$ cat src/rtl/valve_seq_pkg.sv
// Shared build configuration, FSM state and step-record types for the valve PWM sequencer.
// Every file of the block takes its widths from here so the table, interface and generator agree.
package valve_seq_pkg;

  localparam int STEPS  = 8;
  localparam int ADDR_W = $clog2(STEPS);
  localparam int DUTY_W = 8;
  localparam int DUR_W  = 16;

  localparam logic [DUTY_W-1:0] PERIOD_MAX = '1;

  typedef enum logic {
    IDLE = 1'b0,
    RUN  = 1'b1
  } state_e;

  typedef struct packed {
    logic [DUTY_W-1:0] duty;
    logic [DUR_W-1:0]  dur;
  } step_t;

  // Periods still to play after the first one; dur=0 behaves as a single period.
  function automatic logic [DUR_W-1:0] periods_left(input logic [DUR_W-1:0] dur);
    return (dur == '0) ? '0 : dur - DUR_W'(1);
  endfunction

endpackage

$ cat src/rtl/valve_pwm_sequencer_if.sv
// Processor-facing bundle of the sequencer: table write port, playback controls and status.
// master = processor side, slave = sequencer side.
interface valve_pwm_sequencer_if;
  import valve_seq_pkg::*;

  logic              wr_en;
  logic [ADDR_W-1:0] wr_addr;
  logic [DUTY_W-1:0] wr_duty;
  logic [DUR_W-1:0]  wr_dur;
  logic [ADDR_W-1:0] last_step;
  logic              loop_en;
  logic              start;
  logic              abort;
  logic              PWM;
  logic              busy;
  logic              done;
  logic [ADDR_W-1:0] cur_step;

  modport master (
    output wr_en, wr_addr, wr_duty, wr_dur, last_step, loop_en, start, abort,
    input  PWM, busy, done, cur_step
  );

  modport slave (
    input  wr_en, wr_addr, wr_duty, wr_dur, last_step, loop_en, start, abort,
    output PWM, busy, done, cur_step
  );

endinterface

$ cat src/rtl/pwm_gen.sv
// Phase counter plus compare; en and duty describe the coming cycle so PWM is registered with no lag.
// The first enabled cycle is phase 0; period_end flags the last phase of a running period.
module pwm_gen
  import valve_seq_pkg::*;
(
  input  logic              clk,
  input  logic              rst,
  input  logic              en,
  input  logic [DUTY_W-1:0] duty,
  output logic              PWM,
  output logic              period_end
);

  logic [DUTY_W-1:0] k;
  logic [DUTY_W-1:0] k_nxt;
  logic              run;

  always_comb begin
    k_nxt = run ? k + DUTY_W'(1) : '0;
  end

  always_ff @(posedge clk) begin
    if (rst) begin
      k   <= '0;
      run <= 1'b0;
      PWM <= 1'b0;
    end else if (en) begin
      k   <= k_nxt;
      run <= 1'b1;
      PWM <= (k_nxt < duty);
    end else begin
      k   <= '0;
      run <= 1'b0;
      PWM <= 1'b0;
    end
  end

  assign period_end = run && (k == PERIOD_MAX);

endmodule

$ cat src/rtl/valve_pwm_sequencer.sv
// Step-table player: holds (duty, duration) steps and drives one PWM generator through them,
// switching duty only on period boundaries; single-shot or looped, with abort and done pulse.
module valve_pwm_sequencer
  import valve_seq_pkg::*;
(
  input  logic                 clk,
  input  logic                 rst,
  valve_pwm_sequencer_if.slave bus
);

  step_t             tbl [STEPS];
  state_e            state_q, state_d;
  logic [ADDR_W-1:0] step_q, step_d, load_idx;
  logic [DUTY_W-1:0] duty_q, duty_d;
  logic [DUR_W-1:0]  left_q, left_d;
  logic              load;
  logic              done_q, done_d;
  logic              period_end;
  logic              pwm;

  always_comb begin
    state_d  = state_q;
    step_d   = step_q;
    duty_d   = duty_q;
    left_d   = left_q;
    done_d   = 1'b0;
    load     = 1'b0;
    load_idx = '0;
    if (state_q == IDLE) begin
      if (bus.start && !bus.abort) begin
        state_d = RUN;
        load    = 1'b1;
      end
    end else if (bus.abort) begin
      state_d = IDLE;
      step_d  = '0;
      duty_d  = '0;
      left_d  = '0;
    end else if (period_end) begin
      if (left_q != '0) begin
        left_d = left_q - DUR_W'(1);
      end else if (step_q != bus.last_step) begin
        load     = 1'b1;
        load_idx = step_q + ADDR_W'(1);
      end else if (bus.loop_en) begin
        load = 1'b1;
      end else begin
        state_d = IDLE;
        done_d  = 1'b1;
        step_d  = '0;
        duty_d  = '0;
        left_d  = '0;
      end
    end
    // Table read is combinational, so a write landing on the same edge is not seen.
    if (load) begin
      step_d = load_idx;
      duty_d = tbl[load_idx].duty;
      left_d = periods_left(tbl[load_idx].dur);
    end
  end

  pwm_gen u_pwm (
    .clk        (clk),
    .rst        (rst),
    .en         (state_d == RUN),
    .duty       (duty_d),
    .PWM        (pwm),
    .period_end (period_end)
  );

  always_ff @(posedge clk) begin
    if (rst) begin
      state_q <= IDLE;
      step_q  <= '0;
      duty_q  <= '0;
      left_q  <= '0;
      done_q  <= 1'b0;
      for (int i = 0; i < STEPS; i++) begin
        tbl[i] <= '0;
      end
    end else begin
      state_q <= state_d;
      step_q  <= step_d;
      duty_q  <= duty_d;
      left_q  <= left_d;
      done_q  <= done_d;
      if (bus.wr_en && state_q == IDLE) begin
        tbl[bus.wr_addr] <= '{duty: bus.wr_duty, dur: bus.wr_dur};
      end
    end
  end

  assign bus.PWM      = pwm;
  assign bus.busy     = (state_q == RUN);
  assign bus.done     = done_q;
  assign bus.cur_step = step_q;

endmodule
$ cat src/flat_wrapper.sv
// flat-port wrapper written by rule: the top's interface ports become plain ports
module valve_pwm_sequencer_flat import valve_seq_pkg::*;
  (clk, rst, bus_wr_en, bus_wr_addr, bus_wr_duty, bus_wr_dur, bus_last_step, bus_loop_en, bus_start, bus_abort, bus_PWM, bus_busy, bus_done, bus_cur_step);
  valve_pwm_sequencer_if bus_i ();
  input  logic clk;
  input  logic rst;
  input wire logic [$bits(bus_i.wr_en)-1:0] bus_wr_en;
  input wire logic [$bits(bus_i.wr_addr)-1:0] bus_wr_addr;
  input wire logic [$bits(bus_i.wr_duty)-1:0] bus_wr_duty;
  input wire logic [$bits(bus_i.wr_dur)-1:0] bus_wr_dur;
  input wire logic [$bits(bus_i.last_step)-1:0] bus_last_step;
  input wire logic [$bits(bus_i.loop_en)-1:0] bus_loop_en;
  input wire logic [$bits(bus_i.start)-1:0] bus_start;
  input wire logic [$bits(bus_i.abort)-1:0] bus_abort;
  output wire logic [$bits(bus_i.PWM)-1:0] bus_PWM;
  output wire logic [$bits(bus_i.busy)-1:0] bus_busy;
  output wire logic [$bits(bus_i.done)-1:0] bus_done;
  output wire logic [$bits(bus_i.cur_step)-1:0] bus_cur_step;
  assign bus_i.wr_en = bus_wr_en;
  assign bus_i.wr_addr = bus_wr_addr;
  assign bus_i.wr_duty = bus_wr_duty;
  assign bus_i.wr_dur = bus_wr_dur;
  assign bus_i.last_step = bus_last_step;
  assign bus_i.loop_en = bus_loop_en;
  assign bus_i.start = bus_start;
  assign bus_i.abort = bus_abort;
  assign bus_PWM = bus_i.PWM;
  assign bus_busy = bus_i.busy;
  assign bus_done = bus_i.done;
  assign bus_cur_step = bus_i.cur_step;
  valve_pwm_sequencer u_core (.clk(clk), .rst(rst), .bus(bus_i));
endmodule
$ cat config.mk
export PLATFORM = sky130hd
export DESIGN_NAME = valve_pwm_sequencer_flat
export DESIGN_NICKNAME = d
export VERILOG_FILES = /design/src/rtl/valve_seq_pkg.sv /design/src/rtl/valve_pwm_sequencer_if.sv /design/src/rtl/pwm_gen.sv /design/src/rtl/valve_pwm_sequencer.sv /design/src/flat_wrapper.sv
export SDC_FILE = /design/constraint.sdc
export NUM_CORES = 1
export LEC_CHECK = 0
export CAP_MARGIN = 25
export CORE_MARGIN = 5
export CORE_UTILIZATION = 50
export CTS_CLUSTER_SIZE = 25
export DETAILED_ROUTE_END_ITERATION = 12
export PLACE_DENSITY = 0.71
export SETUP_SLACK_MARGIN = 0.15
export SLEW_MARGIN = 20
export SYNTH_ARGS = -nofsm -noshare
export SYNTH_HDL_FRONTEND = slang
export SYNTH_SLANG_ARGS = --single-unit
$ cat constraint.sdc
create_clock -name clk -period 5.7 [get_ports clk]
set_clock_uncertainty 0.05 [all_clocks]
set_input_delay 1.71 -clock clk [delete_from_list [all_inputs] [get_ports clk]]
set_output_delay 1.71 -clock clk [all_outputs]
set_load 0.02 [all_outputs]
* Word level (Yosys, flattened, before mapping)
Memories as Yosys holds them, arrays and structs flattened.
Index checks and enable logic that the tools add are counted.
** Word-level totals
- Bits in writable memories :: 192
- Input bits :: 36
- Memories :: 1
- Bits in registers :: 39
- Logic and storage cells :: 86
** Memory list
- u_core.tbl :: depth 8, bits a word 24, read ports 1, clocked after Yosys merged registers in 0, wr ports 8, line valve_pwm_sequencer.sv:11 : step_t tbl [STEPS];
** Operators by class
- Reduce and logical (&&, ||, !) cells :: 13
- Add/subtract/negate cells :: 4
- Multiplexer cells :: 49
- Order comparisons :: 1
- Bitwise operators :: 3
- Eq/ne operators :: 7
** Operator list (number)
- 16-bit 2-to-1 mux :: 8
- 8-bit 2-to-1 mux :: 8
- 3-bit 2-to-1 mux :: 13
- 16-bit by 1-bit subtractor with 16-bit output (second input constant) :: 2
- 24-bit 2-to-1 mux :: 1
- 24-bit OR reduction :: 1
- 1-bit 2-to-1 mux :: 19
- 16-bit zero test :: 1
- 16-bit nonzero test :: 1
- 8-bit by 1-bit adder with 8-bit output (second input constant) :: 1
- 8-bit equality test (second input constant) :: 1
- 8-bit < comparator :: 1
- 3-bit by 2-bit != test with 1-bit output (second input constant) :: 2
- 6-bit OR reduction :: 1
- 5-bit AND reduction :: 1
- 4-bit by 1-bit != test with 1-bit output (second input constant) :: 1
- 4-bit by 2-bit != test with 1-bit output (second input constant) :: 1
- 4-bit AND reduction :: 1
- 3-bit by 1-bit adder with 3-bit output (second input constant) :: 1
- 1-bit logical AND :: 3
- 3-bit by 1-bit != test with 1-bit output (second input constant) :: 1
- 3-bit != test :: 1
- 1-bit inverter :: 3
- 3-bit nonzero test :: 1
- 3 further kinds :: 3

* Depth between registers and ports, before layout
Gate-level depths: netlist (run 1).
An unclocked memory read counts as a cell.
- Depth in word-level cells :: 10
- Gate-level depth with buffers :: 21
- Mapped depth without buffers :: 18

* Hierarchy
From an unflattened synthesis (run 1), not the netlist that was laid out.
** Second synthesis, totals
- Cells, all modules :: 983
- Area, all modules :: 11623.6 um^2
** By module, submodules not included
- valve_pwm_sequencer :: area an instance 11025.6 um^2, cells each 911, instances 1, sequential area each 6346.1 um^2
- pwm_gen :: area an instance 598.1 um^2, cells each 72, instances 1, sequential area each 200.2 um^2

* Least setup slack after synthesis (run 1)
No wires, ideal clock.
- Kind :: input-to-reg
- Start :: input port bus_last_step[1]
- End :: register u_core.u_pwm.PWM
- Path buffers :: 3
- Slack :: 561 ps
- Stages :: 19
- Arrival time :: 5002 ps
- Library setup time :: 87 ps
- Cells stage by stage :: xor2_1 o31ai_1 or3_4 buf_6 buf_2 nor2_2 buf_2 mux4_2 a22o_1 a21oi_1 ha_1 a21o_1 a21o_1 a21oi_1 nor2b_1 o21ai_0 nand3_1 a21o_1 o31ai_1
** On the way
- Word-level cells in the longest chain between the ends :: 9
- Elaborated cells on any way between the ends :: 25
- Classes of those cells :: order compare (1); eq/ne (1); mux (20); bitwise (1); reduce/logical (1); memory (1)
** Ends and longest elaborated chain
- start: declaration :: line flat_wrapper.sv:11 : input wire logic [$bits(bus_i.last_step)-1:0] bus_last_step;
- 3-bit != test (*) :: line valve_pwm_sequencer.sv:42 : end else if (step_q != bus.last_step) begin
- 3-bit 2-to-1 mux :: line valve_pwm_sequencer.sv:42
- 3-bit 2-to-1 mux :: line valve_pwm_sequencer.sv:40 : if (left_q != '0) begin
- 3-bit 2-to-1 mux :: line valve_pwm_sequencer.sv:39 : end else if (period_end) begin
- 3-bit 2-to-1 mux :: line valve_pwm_sequencer.sv:34 : end else if (bus.abort) begin
- 3-bit 2-to-1 mux :: line valve_pwm_sequencer.sv:29 : if (state_q == IDLE) begin
- memory read 8 x 24 bit
- 8-bit 2-to-1 mux :: line valve_pwm_sequencer.sv:56 : if (load) begin
- 8-bit < comparator :: line pwm_gen.sv:30 : PWM <= (k_nxt < duty);
- end signal: assignment :: line pwm_gen.sv:30
- end: declaration :: line pwm_gen.sv:10 : output logic PWM,
Every way passes the cells marked *; elsewhere a longest branch is shown, timed or not.
A chain may end at the register's enable or synchronous reset.

* Final worst setup path (run 1)
- Start :: input port bus_abort
- End :: register u_core.u_pwm.PWM
** On the way
- Word-level cells in the longest chain between the ends :: 6
- Elaborated cells on any way between the ends :: 16
- Classes of those cells :: order compare (1); mux (10); bitwise (1); reduce/logical (3); memory (1)
** Ends and longest elaborated chain
- start: declaration :: line flat_wrapper.sv:14 : input wire logic [$bits(bus_i.abort)-1:0] bus_abort;
- branches (longest 6 deep; another with memory read 8 x 24 bit)
Several ways; the timed one is not identified.

==> summary.md, run 1 <==
| Metric | Value |
|---|---|
| Status | `complete, no violations` |
| Chip Height | `161.4 um` |
| Critical path endpoint category | `register` |
| Final Hold Viols | `0` |
| Starting density of the core | `50.76%` |
| Avg Inst Size Synth | `12.45 um^2` |
| WL final | `27490 um` |
| Placed insts | `1224` |
| Min-delay src | `u_core.duty_q[5]` |
| Largest net degree at the start of global routing | `44` |
| Worst-path clk slew | `0.05 ns` |
| Worst reg2reg path startpoint | `u_core.left_q[0]` |
| Routed len/inst | `21.65 um` |
| FILL cells | `1842` |
| Total global routing overflow | `0` |
| Core area | `22570 um^2` |
| Leading register cell type out of synthesis | `edfxtp_1` |
| CTS tree | `built` |
| Leading area contributor after synthesis | `edfxtp_1` |
| I/O Buffers | `41` |
| Clk_lat worst skew | `0.54 ns` |
| Static Leak | `4.840 nW` |
| TNS Setup | `0 ns` |
| First drt pass iteration count | `5` |
| First-pass GRT wire length | `43150 um` |
| GP Congestion | `0.8059` |
| Slew Viols, Final | `0` |
| CTS HTree Levels | `1` |
| Fin nets | `1014` |
| Share of synthesized registers carrying an async set or reset | `0%` |
| Hold WC Path Type | `register to register` |
| Switch share | `22.89%` |
| Cts repair resizes | `0` |
| I/O Pins | `42` |
| Endpoints failing setup | `0` |
| Commonest non-fill, non-tap cell in the layout | `and2_1` |
| Yosys warns | `0` |
| Yosys top cell area share | `50.32%` |
| Critical-path cell list | `clkdlybuf4s50_1 > nor2b_1 > o31ai_1 > nor3_1 > and2_1 > buf_4 > mux4_2 > a22o_1 > a21oi_1 > ha_1 > a21o_1 > a21oi_1 > nor2b_1 > o21ai_0 > nand3_1 > a21o_1 > o31ai_1` |
| DRC | `0` |
| Peak VDD IR | `0.2172 mV` |
| Max transition margin | `44.15%` |
| Antenna Cells | `0` |
| Number of routed nets with antenna violations | `0` |
| Commonest cells after routing, fill and taps aside | `and2_1, edfxtp_1, nor2_1, clkdlybuf4s50_1, dfxtp_1` |
| Slowest-stage cell, CP | `mux4_2` |
| Number of enable flip-flop cells after synthesis | `192` |
| RSZ-0062 raised after global routing | `false` |
| Sequential fraction of the synthesis area | `56.96%` |
| Yosys cell types | `64` |
| Fmax | `198.2 MHz` |
| Initial antenna violation count | `0` |
| Max incr delay on CP | `0.51 ns` |
| Synthesized Nets | `968` |
| Vias/cell | `5.865` |
| DRT iter0 DRCs | `627` |
| # hold bufs at CTS | `0` |
| Layout Cells excl Fill | `1270` |
| Worst setup path start | `bus_abort` |
| Cell area after synthesis | `11460 um^2` |
| Worst Path Arrival | `5.42 ns` |
| Worst-margin pin slew | `0.8377 ns` |
| Detailed Place HPWL | `16970 um` |
| Layout cells sized above 1 | `13.50%` |
| P&R area growth vs syn | `14.24%` |
| CTS Buf Count | `25` |
| Period minus WS final | `5.046 ns` |
| Power Internal | `3.052 mW` |
| Cells after Synth | `920` |
| # Post-CTS Setup Buffers | `0` |
| Required @ worst endpoint | `6.08 ns` |
| Max FO, Critical Path | `9` |
| Site Rows | `55` |
| Crit Path Category | `input port to register` |
| Top post-synthesis cells by area | `edfxtp_1, and2_1, dfxtp_1, mux4_2, mux2i_1` |
| Power per Cell Area | `302.4 nW/um^2` |
| Period Utilization, post-route | `88.53%` |
| Sequential power share | `48.7%` |
| Max-Cap Viols | `0` |
| Die Wd | `161.4 um` |
| Nature of the critical path startpoint | `input port` |
| Total power draw | `3.958 mW` |
| Total track usage | `21.19%` |
| Vias | `7449` |
| CTS sink count | `230` |
| Die ar. | `26050 um^2` |
| Psw | `905.9 uW` |
| Comb pwr share | `8.3%` |
| CTS Buffer Depth | `3` |
| Setup ws final | `0.6538 ns` |
| Place WS | `0.1872 ns` |
| Vias in the first global route | `7507` |
| Clk network pwr share | `43.1%` |
| Root Driver | `clkbuf_16` |
| Synthesis-stage register bit count | `230` |
-- synthesized netlist by cell type (all sizes together) (3+ instances only) --
master and n:
nand3b 4, nand3 14, edfxtp 192, clkbuf 30, a221oi 4, a21oi 37
a211oi 6, nand2 28, inv 8, buf 22, nor4b 3, mux4 32
o21a 15, ha 12, nor4 7, a22o 7, or3 6, mux2 3
nor2b 7, or2 12, and2 202, o41ai 11, mux2i 27, nor2 56
xnor2 10, a31oi 4, nand2b 3, and3 8, xor2 13, nand4 7
dfxtp 38, o21ai 28, a21o 8, nor3 23, o31ai 7, o2bb2ai 10
-- kinds of logic after synthesis --
kind of cell | synth area share (%)
and+or+nand+nor | 19.83
DFF | 56.96
AOI/OAI and AO/OA | 8.746
muxes | 8.976
buffers and inverters | 2.424
xor gates and xnor gates | 1.758
adders and majority gates | 1.310
-- flip-flops by register name (all words and copies together), names as in the netlist --
signal               cells
u_core.duty_q            8
u_core.left_q           16
u_core.u_pwm.k           8
u_core.bus.done          1
u_core.bus.busy          1
u_core.bus.cur_step      3
u_core.tbl             192
u_core.u_pwm.PWM         1
-- worst max-delay path: cells and delay by family --
kind / cells / cell delay [ns]
AOI/OAI and AO/OA: 8 / 1.26
adders and majority gates: 1 / 0.28
buffers and inverters: 2 / 0.74
muxes: 1 / 0.51
and+or+nand+nor: 5 / 0.92
-- power by group through the flow --
stage               Clock, mW  Sequential (mW)  Combinational (mW)
floorplan                   0             1.95               0.207
global placement            0             1.96               0.319
detailed placement          0             1.96               0.324
CTS                      1.72             1.93               0.326
global route             1.80             1.93               0.358
finish                   1.71             1.93               0.327
-- path summary, 6_finish.rpt --
check / slack [ns] / cells after the start / end
worst min-delay path: 0.43 / 2 / u_core.duty_q[5]
worst max register to register: 1.41 / 19 / u_core.u_pwm.PWM
worst min register to register: 0.43 / 2 / u_core.duty_q[5]
worst max-delay path: 0.65 / 17 / u_core.u_pwm.PWM
-- layer usage --
layer	share of wire (%)	track usage, %	up-vias
met4	2.4	5.700	0
met3	7.0	2.858	46
met2	47	34.91	256
li1	-	-	3497
met1	43	29.90	3650
met5	0	0	-
-- cell type report --
class,count,area [um^2],share of cell area (%)
Clock buffer,30,644.4,4.923
Clock inverter,16,221.5,1.692
Inverter,8,30.03,0.2294
Multi-Input combinational cell,630,4674,35.71
Sequential cell,230,6528,49.87
Tap cell,285,356.6,2.724
Timing Repair Buffer,71,635.6,4.856
-- stage by stage --
step	instance area, um^2	util (%)	hold WS [ns]
final	13090	57.99	0.4283
after global routing	13090	57.99	0.4614
after CTS	13090	57.99	0.4346
after detailed placement	12220	54.16	0.4212
after global placement	12220	54.16	0.4216
after floorplan	11460	-	0.3984
No activity file was read; power rests on OpenSTA's default activity.
==> run 2: changes to the inputs <==
--- a/config.mk
+++ b/config.mk
@@ -6,6 +6,7 @@
 export NUM_CORES = 1
 export LEC_CHECK = 0
 export CAP_MARGIN = 25
+export CORE_ASPECT_RATIO = 2
 export CORE_MARGIN = 5
 export CORE_UTILIZATION = 50
 export CTS_CLUSTER_SIZE = 25
==> run 2 against run 1 <==
  * First-iteration DRC count shrank 19%
  * Die area grew 0.70%
  * Highest routed layer is now met5
  * Cell count shrank 1.2%
  * Worst setup slack lost 0.083 ns
  * Largest cell class unchanged
  * Sequential share of layout area grew 0.67 points
==> summary.md, run 2 (synthesized netlist as in run 1, its figures left out) <==
| Metric | Value |
|---|---|
| Status | `complete, no violations` |
| Largest net degree at the start of global routing | `42 (-4.5%)` |
| Fmax | `194.9 MHz (-1.6%)` |
| Core area | `22640 um^2 (+0.31%)` |
| Fin nets | `1011 (-0.30%)` |
| P&R area growth vs syn | `12.72%` |
| Grt peak-use layer | `met2` |
| Hold WC Path Type | `register to register` |
| First drt pass iteration count | `5 (unchanged)` |
| Chip Height | `224.1 um (+39%)` |
| Critical path endpoint category | `register` |
| CTS sink count | `230 (unchanged)` |
| Required @ worst endpoint | `6.06 ns (-0.02 ns)` |
| Final Hold Viols | `0 (unchanged)` |
| Power per Cell Area | `286.5 nW/um^2 (-5.3%)` |
| Max incr delay on CP | `0.51 ns (about the same)` |
| Layout Cells excl Fill | `1255 (-1.2%)` |
| CTS HTree Levels | `1 (unchanged)` |
| Slowest-stage cell, CP | `mux4_2` |
| Root Driver | `clkbuf_16` |
| Commonest cells after routing, fill and taps aside | `and2_1, edfxtp_1, nor2_1, clkdlybuf4s50_1, dfxtp_1` |
| Nature of the critical path startpoint | `input port` |
| Die ar. | `26230 um^2 (+0.70%)` |
| Clk_lat worst skew | `0.51 ns (-0.03 ns)` |
| Period minus WS final | `5.130 ns (+0.08344 ns)` |
| Static Leak | `4.765 nW (-1.6%)` |
| Number of routed nets with antenna violations | `0 (unchanged)` |
| CTS Buffer Depth | `3 (unchanged)` |
| Regs by FF count | `u_core.tbl: 192 flops, u_core.left_q: 16 flops` |
| Vias/cell | `5.876 (+0.19%)` |
| Antenna Cells | `0 (unchanged)` |
| Placed insts | `1220 (-0.33%)` |
| Max transition margin | `25.06% (-19 points)` |
| I/O Buffers | `41 (unchanged)` |
| Total global routing overflow | `0 (unchanged)` |
| Max-Cap Viols | `0 (unchanged)` |
| # Post-CTS Setup Buffers | `0 (unchanged)` |
| Worst Hold Path Cells | `2 (unchanged)` |
| Grt met1 use | `25.58% (-4.3 points)` |
| Vias in the first global route | `7823 (+4.2%)` |
| Peak VDD IR | `0.2301 mV (+5.9%)` |
| Worst-path clk slew | `0.07 ns (+0.02 ns)` |
| Endpoints failing setup | `0 (unchanged)` |
| CTS Buf Count | `21 (-16%)` |
| Worst-margin pin slew | `1.112 ns (+0.2746 ns)` |
| Worst Path Arrival | `5.49 ns (+0.07 ns)` |
| RSZ-0062 raised after global routing | `false` |
| Top reg by flops | `u_core.tbl` |
| Vias | `7375 (-0.99%)` |
| Die Wd | `117.0 um (-27%)` |
| WL final | `27840 um (+1.3%)` |
| Met2 Use GR | `39.73% (+4.8 points)` |
| Initial antenna violation count | `1 (+1)` |
| Critical-path cell list | `clkdlybuf4s50_1 > xor2_1 > o31ai_1 > nor3_1 > and2_1 > buf_4 > mux4_2 > a22o_1 > a21oi_1 > ha_1 > a21o_1 > a21oi_1 > nor2b_1 > o21ai_0 > nand3_1 > a21o_1 > o31ai_1` |
| Slew Viols, Final | `0 (unchanged)` |
| Routed len/inst | `22.18 um (+2.5%)` |
| DRC | `0 (unchanged)` |
| Starting density of the core | `50.61% (-0.16 points)` |
| R2R depth | `18 (-1)` |
| # hold bufs at CTS | `0 (unchanged)` |
| First-pass GRT wire length | `43340 um (+0.43%)` |
| TNS Setup | `0 ns (unchanged)` |
| Total track usage | `21.96% (+0.76 points)` |
| GP Congestion | `0.8270 (+2.6%)` |
| Detailed Place HPWL | `18230 um (+7.4%)` |
| Max FO, Critical Path | `8 (-1)` |
| DRT iter0 DRCs | `510 (-19%)` |
| Grt met3 use | `3.055% (+0.20 points)` |
| Site Rows | `78 (+42%)` |
| CTS tree | `built` |
| I/O Pins | `42 (unchanged)` |
| Max reg flops | `192 (unchanged)` |
| Commonest non-fill, non-tap cell in the layout | `and2_1` |
| Cts repair resizes | `0 (unchanged)` |
| Layout cells sized above 1 | `13.13% (-0.37 points)` |
| Crit Path Category | `input port to register` |
| Period Utilization, post-route | `89.99% (+1.5 points)` |
==> run 2: changes by cell type in the layout (fill, tap and decap cells not counted), sizes merged <==
cell	delta
clkinvlp	-1
clkinv	-2
bufinv	-2
buf	+1
clkbuf	-5
inv	-1
==> run 2: metrics by stage <==
stage / hold slack, ns / setup slack, ns / instance area [um^2] / power [mW] / util, %
after floorplan: 0.3984 / 0.5611 / 11460 / 2.155 / -
after global placement: 0.4175 / 0.1984 / 12230 / 2.285 / 54.00
after detailed placement: 0.4274 / 0.08526 / 12230 / 2.294 / 54.00
after CTS: 0.4435 / 0.5775 / 12920 / 3.714 / 57.05
after global routing: 0.4874 / 0.1865 / 12920 / 3.824 / 57.05
final: 0.4415 / 0.5703 / 12920 / 3.700 / 57.05
==> run 2: per-layer routing <==
| layer | share of wire, % | up-vias |
|---|---|---|
| li1 | - | 3472 |
| met1 | 37 | 3635 |
| met2 | 55 | 203 |
| met3 | 4.8 | 63 |
| met4 | 3.9 | 2 |
| met5 | 0.047 | - |
==> run 2: final cells by class <==
| cell class | count | area (um^2) |
|---|---|---|
| multi-input combinational | 630 | 4674 |
| sequential | 230 | 6528 |
| fill | 1845 | 9726 |
| tap | 280 | 350.3 |
| inverter | 8 | 30.03 |
| clock inverter | 10 | 140.1 |
| clock buffer | 25 | 550.5 |
| timing repair buffer | 72 | 643.1 |
==> run 2: worst max-delay path, delay by kind of cell <==
kind	cells	cell delay, ns
muxes	1	0.51
buffers and inverters	2	0.73
AOI/OAI and AO/OA	8	1.34
adders and majority gates	1	0.29
xor gates and xnor gates	1	0.25
and+or+nand+nor	4	0.66
==> run 2: final timing paths <==
check	start	end	slack, ns
worst max-delay path	bus_last_step[1]	u_core.u_pwm.PWM	0.57
worst min register to register	u_core.duty_q[3]	u_core.duty_q[3]	0.44
worst max register to register	u_core.left_q[0]	u_core.u_pwm.PWM	1.46
worst min-delay path	u_core.duty_q[3]	u_core.duty_q[3]	0.44
==> run 2: power breakdown <==
group / total [mW] / internal, mW / switching [mW] / leakage (nW)
registers: 1.92 / 1.89 / 0.0344 / 2.31
clock network: 1.44 / 0.829 / 0.614 / 0.328
logic: 0.333 / 0.125 / 0.208 / 2.12
total: 3.70 / 2.84 / 0.857 / 4.76
